File: src/rtl/irq_ctrl_param.sv
// Parametrised interrupt controller: synchronises N_SRC request lines, tracks level/edge
// pending state, arbitrates (fixed or rotating) and hands one vector to the CPU via ack/EOI.
module irq_ctrl_param #(
    parameter int N_SRC       = 8,
    parameter int VEC_W       = 3,
    parameter int DATA_W      = 16,
    parameter int SYNC_STAGES = 2,
    parameter int ROTATE      = 0
) (
    input  logic              clk,
    input  logic              reset,
    input  logic [N_SRC-1:0]  irq_in,
    input  logic              reg_we,
    input  logic [1:0]        reg_addr,
    input  logic [DATA_W-1:0] reg_wdata,
    output logic [DATA_W-1:0] reg_rdata,
    output logic              cpu_int,
    output logic [VEC_W-1:0]  int_vec,
    input  logic              int_ack,
    input  logic              eoi
);

    typedef enum logic [1:0] {
        IDLE    = 2'd0,
        REQ     = 2'd1,
        SERVICE = 2'd2
    } state_t;

    state_t             state_reg;
    logic [N_SRC-1:0]   sync_reg [SYNC_STAGES];
    logic [N_SRC-1:0]   s_prev_reg;
    logic [N_SRC-1:0]   enable_reg;
    logic [N_SRC-1:0]   mode_reg;
    logic [N_SRC-1:0]   pending_reg;
    logic [N_SRC-1:0]   pending_next;
    logic [VEC_W-1:0]   ptr_reg;

    logic [N_SRC-1:0]   sync_s;
    logic [N_SRC-1:0]   rise;
    logic [N_SRC-1:0]   sw_clr;
    logic [N_SRC-1:0]   ack_clr;
    logic [N_SRC-1:0]   req_vec;
    logic [N_SRC-1:0]   rot_vec;
    logic [N_SRC-1:0]   scan_vec;
    logic               found;
    logic [VEC_W-1:0]   winner;
    int                 sum;
    logic               unused_wdata;

    assign unused_wdata = ^reg_wdata;

    always_ff @(posedge clk or posedge reset) begin
        if (reset) begin
            for (int k = 0; k < SYNC_STAGES; k++) sync_reg[k] <= '0;
            s_prev_reg <= '0;
        end else begin
            sync_reg[0] <= irq_in;
            for (int k = 1; k < SYNC_STAGES; k++) sync_reg[k] <= sync_reg[k-1];
            s_prev_reg <= sync_s;
        end
    end

    assign sync_s  = sync_reg[SYNC_STAGES-1];
    assign rise    = sync_s & ~s_prev_reg;
    assign sw_clr  = (reg_we && reg_addr == 2'd2) ? reg_wdata[N_SRC-1:0] : '0;
    assign req_vec = pending_reg & enable_reg;

    // A fresh rising edge always beats a clear in the same cycle, so no edge is lost.
    generate
        for (genvar gi = 0; gi < N_SRC; gi++) begin : g_pending
            assign ack_clr[gi] = (state_reg == REQ) && int_ack && (int_vec == VEC_W'(gi));
            assign pending_next[gi] = mode_reg[gi]
                ? ((pending_reg[gi] & ~(sw_clr[gi] | ack_clr[gi])) | rise[gi])
                : sync_s[gi];
        end
    endgenerate

    always_ff @(posedge clk or posedge reset) begin
        if (reset) begin
            enable_reg  <= '0;
            mode_reg    <= '0;
            pending_reg <= '0;
        end else begin
            pending_reg <= pending_next;
            if (reg_we && reg_addr == 2'd0) enable_reg <= reg_wdata[N_SRC-1:0];
            if (reg_we && reg_addr == 2'd1) mode_reg   <= reg_wdata[N_SRC-1:0];
        end
    end

    // Rotate the request vector so the search always starts at bit 0; ptr stays 0 in fixed mode.
    assign rot_vec = N_SRC'({req_vec, req_vec} >> ptr_reg);

    always_comb begin
        found    = 1'b0;
        winner   = '0;
        sum      = 0;
        scan_vec = rot_vec;
        for (int i = 0; i < N_SRC; i++) begin
            if (!found && scan_vec[0]) begin
                found = 1'b1;
                sum   = int'(ptr_reg) + i;
                if (sum >= N_SRC) sum = sum - N_SRC;
                winner = VEC_W'(sum);
            end
            scan_vec = scan_vec >> 1;
        end
    end

    always_ff @(posedge clk or posedge reset) begin
        if (reset) begin
            state_reg <= IDLE;
            cpu_int   <= 1'b0;
            int_vec   <= '0;
            ptr_reg   <= '0;
        end else begin
            case (state_reg)
                IDLE: begin
                    if (found) begin
                        state_reg <= REQ;
                        int_vec   <= winner;
                        cpu_int   <= 1'b1;
                    end
                end
                REQ: begin
                    if (int_ack) begin
                        state_reg <= SERVICE;
                        cpu_int   <= 1'b0;
                    end
                end
                SERVICE: begin
                    if (eoi) begin
                        state_reg <= IDLE;
                        if (ROTATE != 0)
                            ptr_reg <= (int_vec == VEC_W'(N_SRC-1)) ? '0 : int_vec + 1'b1;
                    end
                end
                default: state_reg <= IDLE;
            endcase
        end
    end

    always_comb begin
        reg_rdata = '0;
        case (reg_addr)
            2'd0: reg_rdata = DATA_W'(enable_reg);
            2'd1: reg_rdata = DATA_W'(mode_reg);
            2'd2: reg_rdata = DATA_W'(pending_reg);
            default: reg_rdata = DATA_W'({int_vec, state_reg == SERVICE, state_reg == REQ});
        endcase
    end

endmodule

File: config.mk
export PLATFORM = sky130hd
export DESIGN_NAME = irq_ctrl_param
export DESIGN_NICKNAME = d
export VERILOG_FILES = /design/src/rtl/irq_ctrl_param.sv
export SDC_FILE = /design/constraint.sdc
export NUM_CORES = 1
export LEC_CHECK = 0
export BUFFER_PORTS_ARGS = -buffer_cell sky130_fd_sc_hd__buf_2
export CELL_PAD_IN_SITES_DETAIL_PLACEMENT = 0
export CELL_PAD_IN_SITES_GLOBAL_PLACEMENT = 1
export CORE_ASPECT_RATIO = 0.9
export CORE_MARGIN = 4
export CORE_UTILIZATION = 40
export CTS_BUF_LIST = sky130_fd_sc_hd__clkbuf_4
export CTS_CLUSTER_SIZE = 40
export DETAILED_ROUTE_END_ITERATION = 8
export GPL_TIMING_DRIVEN = 1
export HOLD_SLACK_MARGIN = 0.03
export PLACE_DENSITY = 0.81
export SLEW_MARGIN = 20
export SYNTH_ARGS = -nofsm -noshare
export SYNTH_HDL_FRONTEND = slang
export SYNTH_SLANG_ARGS = --single-unit
export TNS_END_PERCENT = 100
File: constraint.sdc
create_clock -name clk -period 1.8 [get_ports clk]
set_input_delay 0.36 -clock clk [delete_from_list [all_inputs] [get_ports clk]]
set_output_delay 0.36 -clock clk [all_outputs]
set_load 0.01 [all_outputs]
==> flow_summary_export.csv, run 1 <==
group,metric,value,unit
outcome,status,"finished with violations",
outcome,violations,"negative setup slack",
floorplanning,start_util,0.414,
finish,seq_area,0.00128,mm²
pwr,p_leak,1.07,nW
route,vias_per_cell,4.88,
pwr,vdd_drop_max,0.614,mV
placement,port_buffers,31,
worst_setup_path,worst-path-max-fanout,4,
global_route,grt_antenna_before_repair,0,
placement,dp_hpwl,2.69,mm
route,drtAntennaViolNets,0,
global_route,grt_pass1_vias,1248,
route,vias,1172,
placement,place_congestion,0.775,
worst_setup_path,path_class,"reg -> out",
yosys,ys_seq_area_frac,0.638,
sta,rsz0062_at_grt,"yes",
finish,nFillCells,421,
sta,setup_violations,2,
clocking,cts.sinks,51,
clocking,cts_max_level,2,
placement,dpl_cell_area,0.00222,mm²
global_route,overflow,0,
pwr,p_per_area,994,mW/mm²
placement,place_ws,0.136,ns
clocking,cts_tree,"yes",
floorplanning,num_rows,24,
finish,drive_gt1_frac,0.383,
yosys,synth_seq_cells,51,
sta,max_freq,527,MHz
clocking,insertion_delay,0.36,ns
global_route,met3_usage,0.0239,
worst_hold_path,holdCritPathClass,"in -> reg",
route,drc_errors,0,
finish,fin_area,0.00233,mm²
finish,final_util,0.482,
yosys,synth_top_area_frac,0.638,
worst_setup_path,critPathLaunchType,"flip-flop",
route,wl_per_cell,15.7,µm
sta,finalHoldViolations,0,
finish,final_cell_mix,"51 x dfrtp_1, 29 x buf_2, 16 x mux2_2",
yosys,synth_top_area_cell,"dfrtp_1",
yosys,synth_area_leaders,"dfrtp_1 64%, mux2_2 9.0%, buf_4 5.3%",
worst_setup_path,crit_path_end_kind,"output port",
sta,skew,0.00258,ns
floorplanning,fp.dieH,75.1,µm
sta,slew_viol_final,0,
finish,layout_commonest_cell,"dfrtp_1",
route,firstDrtPassIters,4,
yosys,avgSynthCellArea,15.0,µm²
global_route,met1_usage,0.186,
sta,setup_slack,-0.0981,ns
route,drt_iter0_drc,66,
finish,multi_input_area,643,µm²
sta,min_period,1.90,ns
global_route,busiest_layer,"met2",
global_route,grt_pass1_wl,6.19,mm
clocking,cts_root_buffer,"clkbuf_4",
yosys,syn_inst,133,
finish,diodes,0,
yosys,yosys_warnings,3,
yosys,syn-cell-area,0.00200,mm²
global_route,grt_max_degree,31,
floorplanning,dieArea,0.00620,mm²
clocking,cts_buffers,5,
clocking,clockBufferDepth,2,
finish,area_growth,16.5,%
global_route,met2_usage,0.211,
yosys,yosys.cell_types.count,21,
floorplanning,coreArea,0.00483,mm²
clocking,path_clk_slew,0.13,ns
floorplanning,fp.dieW,82.6,µm
job,drv_cap,0,
global_route,track_usage,0.137,
route,finalWirelength,3.77,mm
worst_setup_path,arrival,1.54,ns
finish,fin_nets,205,
worst_setup_path,required,1.44,ns
sta,min_period_over_period,1.05,
floorplanning,pin_count,51,
[synthesized netlist by cell type]
cell type,instances
buf_4,14
nor2b_1,4
conb_1,1
mux2_2,16
mux4_2,2
a41o_1,1
a32o_1,7
nand3b_1,1
o2bb2ai_1,6
inv_1,1
nand3b_2,1
and2_1,1
nand4b_1,8
a21boi_0,1
nand2_1,7
nor3b_4,1
o21ai_0,1
buf_2,2
dfrtp_1,51
mux2i_1,6
nand2b_1,1
[cell families (layout without fill, tap and decap cells)]
kind of cell | Yosys count | count (layout) | share of synthesized area
compound gates | 16 | 16 | 0.0725
mux | 24 | 24 | 0.143
flops | 51 | 51 | 0.638
simple gates | 24 | 24 | 0.0857
buf+inv | 17 | 49 | 0.0594
other cells | 1 | 11 | 0.00187
[worst max-delay path: stages (launching register included)]
cell and delay, ns:
dfrtp_1 0.43, nor2b_1 0.14, mux4_2 0.47, buf_6 0.14
[what timing repair did]
action	in CTS	in global routing
setup endpoints to repair	2	2
resized for setup	1	1
buffers inserted	1	0
endpoints found under the hold margin	21	0
hold buffers	1	0
pin swaps	0	0
cloned	0	0
[report_power, final]
group	switching (W)	internal [W]
Combinational	0.000154	0.000187
Sequential	0.0000792	0.00127
Clock	0.000338	0.000286
[layout make-up]
cell class,instances,share of cell area
clock inverter,3,0.0166
clock buffer,5,0.0161
multi-input combinational,75,0.276
timing repair buffer,40,0.107
tap,65,0.0349
sequential,51,0.548
inverter,1,0.00161
[stage by stage]
stage                     TNS (ns)  cells  hold WS (ns)  total power, W
after CTS                   -0.223    240        0.0702         0.00234
after global routing        -0.337    240        0.0590         0.00245
after global placement           0    230         0.332         0.00168
after floorplan                  0    143         0.331         0.00160
final                       -0.193    240        0.0893         0.00232
after detailed placement         0    230         0.337         0.00171
[layer usage]
| layer | wire length, µm | part of all wire | vias up |
|---|---|---|---|
| li1 | - | - | 544 |
| met3 | 193 | 0.051 | 6 |
| met4 | 61 | 0.016 | 0 |
| met2 | 1790 | 0.47 | 38 |
| met5 | 0 | 0 | - |
| met1 | 1730 | 0.46 | 584 |
[final timing paths]
check / end / cells past startpoint / start / slack [ns]
worst max-delay path: reg_rdata[1] / 3 / state_reg[1]$_DFFE_PP0P_ / -0.1
worst max register to register: pending_reg[0]$_DFF_PP0_ / 2 / state_reg[1]$_DFFE_PP0P_ / 0.80
max in group asynchronous: mode_reg[2]$_DFFE_PP0P_ / 4 / reset / 0.75
worst min register to register: sync_s[3]$_DFF_PP0_ / 0 / sync_reg[11]$_DFF_PP0_ / 0.37
worst min-delay path: sync_reg[9]$_DFF_PP0_ / 1 / irq_in[1] / 0.09
min in group asynchronous: pending_reg[4]$_DFF_PP0_ / 3 / reset / 0.54
Note: power is estimated with default switching activity, not from simulation.
==> run 2, diff against run 1 <==
==> constraint.sdc (replaced) <==
create_clock -name clk -period 1.8 [get_ports clk]
set_input_delay 0.09 -clock clk [delete_from_list [all_inputs] [get_ports clk]]
set_output_delay 0.09 -clock clk [all_outputs]
set_load 0.01 [all_outputs]
==> flow_summary_export.csv, run 2 (synthesized netlist as in run 1, its figures left out) <==
group,metric,value,unit
clocking,cts_max_level,2,
worst_setup_path,critPathTopFamily,"multiplexers",
placement,dp_hpwl,2.48,mm
global_route,track_usage,0.134,
worst_setup_path,max_stage_delay,0.45,ns
sta,finalHoldViolations,0,
route,firstDrtPassIters,4,
pwr,p_sw_frac,0.242,
clocking,cts_root_buffer,"clkbuf_4",
finish,drive_gt1_frac,0.333,
pwr,switchingPower,0.000562,W
worst_setup_path,required,1.71,ns
sta,final.setup.tns,0,ns
placement,dpl_cell_area,0.00219,mm²
sta,max_freq,616,MHz
worst_setup_path,crit_chain,"nor2b_1, mux4_2, buf_2",
sta,skew,0.00537,ns
pwr,p_comb_frac,0.151,
clocking,cts_buffers,5,
pwr,p_per_area,943,mW/mm²
route,drtAntennaViolNets,0,
sta,min_period_over_period,0.902,
worst_setup_path,cp-startpoint,"state_reg[0]$_DFFE_PP0P_",
sta,min_period,1.62,ns
worst_hold_path,hold_depth,3,
clocking,clockBufferDepth,2,
global_route,overflow,0,
placement,place_ws,0.385,ns
outcome,status,"completed",
pwr,vdd_drop_max,0.581,mV
worst_setup_path,r2r_end,"pending_reg[0]$_DFF_PP0_",
finish,nFillCells,410,
global_route,grt_antenna_before_repair,0,
sta,setup_slack,0.177,ns
finish,diodes,0,
clocking,cts_tree,"yes",
pwr,p_int,0.00176,W
sta,tightest_slew,0.612,ns
finish,area_growth,22.8,%
finish,final_cell_mix,"51 x dfrtp_1, 31 x buf_2, 19 x dlygate4sd3_1",
pwr,p_leak,1.11,nW
worst_setup_path,crit_path_top_delay_cell,"mux4_2",
worst_setup_path,critPathLaunchType,"flip-flop",
worst_hold_path,min-delay-start,"reg_we",
finish,fin_area,0.00246,mm²
global_route,grt_max_degree,52,
route,drc_errors,0,
floorplanning,dieArea,0.00620,mm²
placement,port_buffers,31,
worst_setup_path,path_class,"reg -> out",
finish,layout_commonest_cell,"dfrtp_1",
pwr,power_frac_clock,0.266,
worst_hold_path,holdCritPathClass,"in -> reg",
floorplanning,pin_count,51,
worst_setup_path,cp_num_buf_inv,1,
sta,slew_headroom,0.592,
worst_setup_path,r2r_slack,0.83,ns
worst_setup_path,r2r_cells,2,
placement,place_congestion,0.760,
sta,setup_violations,0,
sta,rsz0062_at_grt,"no",
finish,final_util,0.508,
floorplanning,fp.dieH,75.1,µm
worst_setup_path,worstReg2RegStart,"state_reg[1]$_DFFE_PP0P_",
worst_setup_path,crit_path_end_kind,"output port",
sta,slew_viol_final,0,
clocking,path_clk_slew,0.14,ns
job,drv_cap,0,
worst_setup_path,worst-path-max-fanout,4,
clocking,insertion_delay,0.36,ns
route,drt_iter0_drc,52,
global_route,grt_pass1_wl,6.14,mm
floorplanning,fp.dieW,82.6,µm
worst_hold_path,min_to,"enable_reg[4]$_DFFE_PP0P_",
clocking,cts_setup_buffers,0,
sta,holdWs,0.278,ns
finish,fin_nets,219,
worst_setup_path,arrival,1.53,ns
route,finalWirelength,3.69,mm
clocking,cts.sinks,51,
route,vias,1223,
floorplanning,num_rows,24,
floorplanning,coreArea,0.00483,mm²
clocking,cts_resized,0,
floorplanning,start_util,0.414,
route,wl_per_cell,14.5,µm
global_route,grt_pass1_vias,1295,
clocking,hold_buffers,19,
pwr,p_seq_frac,0.583,
route,vias_per_cell,4.81,
## run 2: cell types whose count changed in the layout (fill, tap and decap cells not counted), sizes merged
cell	delta
dlygate4sd3	+18
buf	-4
## run 2: tightest hold or removal path, stage by stage
cell and delay [ns]:
buf_2 0.10, nor3b_4 0.19, mux2_2 0.23
## run 2: cell type report
cell class              instances  area, µm²  area share
clock buffers                   5       37.5      0.0153
clock inverters                 3       38.8      0.0158
inverters                       1       3.75     0.00153
multi-input cells              75        643       0.262
flip-flops and latches         51       1280       0.520
well taps                      65       81.3      0.0331
repair buffers                 54        375       0.153
## run 2: worst max-delay path by stage
stage                                            to  cells after the start
after floorplan                 cpu_int$_DFFE_PP0P_                      1
after global placement    enable_reg[4]$_DFFE_PP0P_                      3
after detailed placement  enable_reg[3]$_DFFE_PP0P_                      3
after CTS                              reg_rdata[0]                      3
after global routing                   reg_rdata[0]                      3
final                                  reg_rdata[0]                      3
## run 2: stage by stage
stage | instances | power, W
floorplan | 143 | 0.00160
global placement | 227 | 0.00167
detailed placement | 227 | 0.00170
CTS | 254 | 0.00235
global route | 254 | 0.00244
finish | 254 | 0.00232
## run 2: power by group through the flow
stage               clock, W  combinational, W  sequential [W]
finish              0.000616          0.000350         0.00135
global route        0.000686          0.000389         0.00137
CTS                 0.000639          0.000357         0.00135
detailed placement         0          0.000324         0.00138
global placement           0          0.000309         0.00136
floorplan                  0          0.000247         0.00135
## run 2: metal layers
metal | share of wire | up-vias | GRT usage | wire, µm
met4 | 0.023 | 0 | 0.0544 | 86
met1 | 0.44 | 605 | 0.171 | 1610
li1 | - | 573 | - | -
met5 | 0 | - | 0 | 0
met2 | 0.49 | 35 | 0.213 | 1800
met3 | 0.053 | 10 | 0.0443 | 194
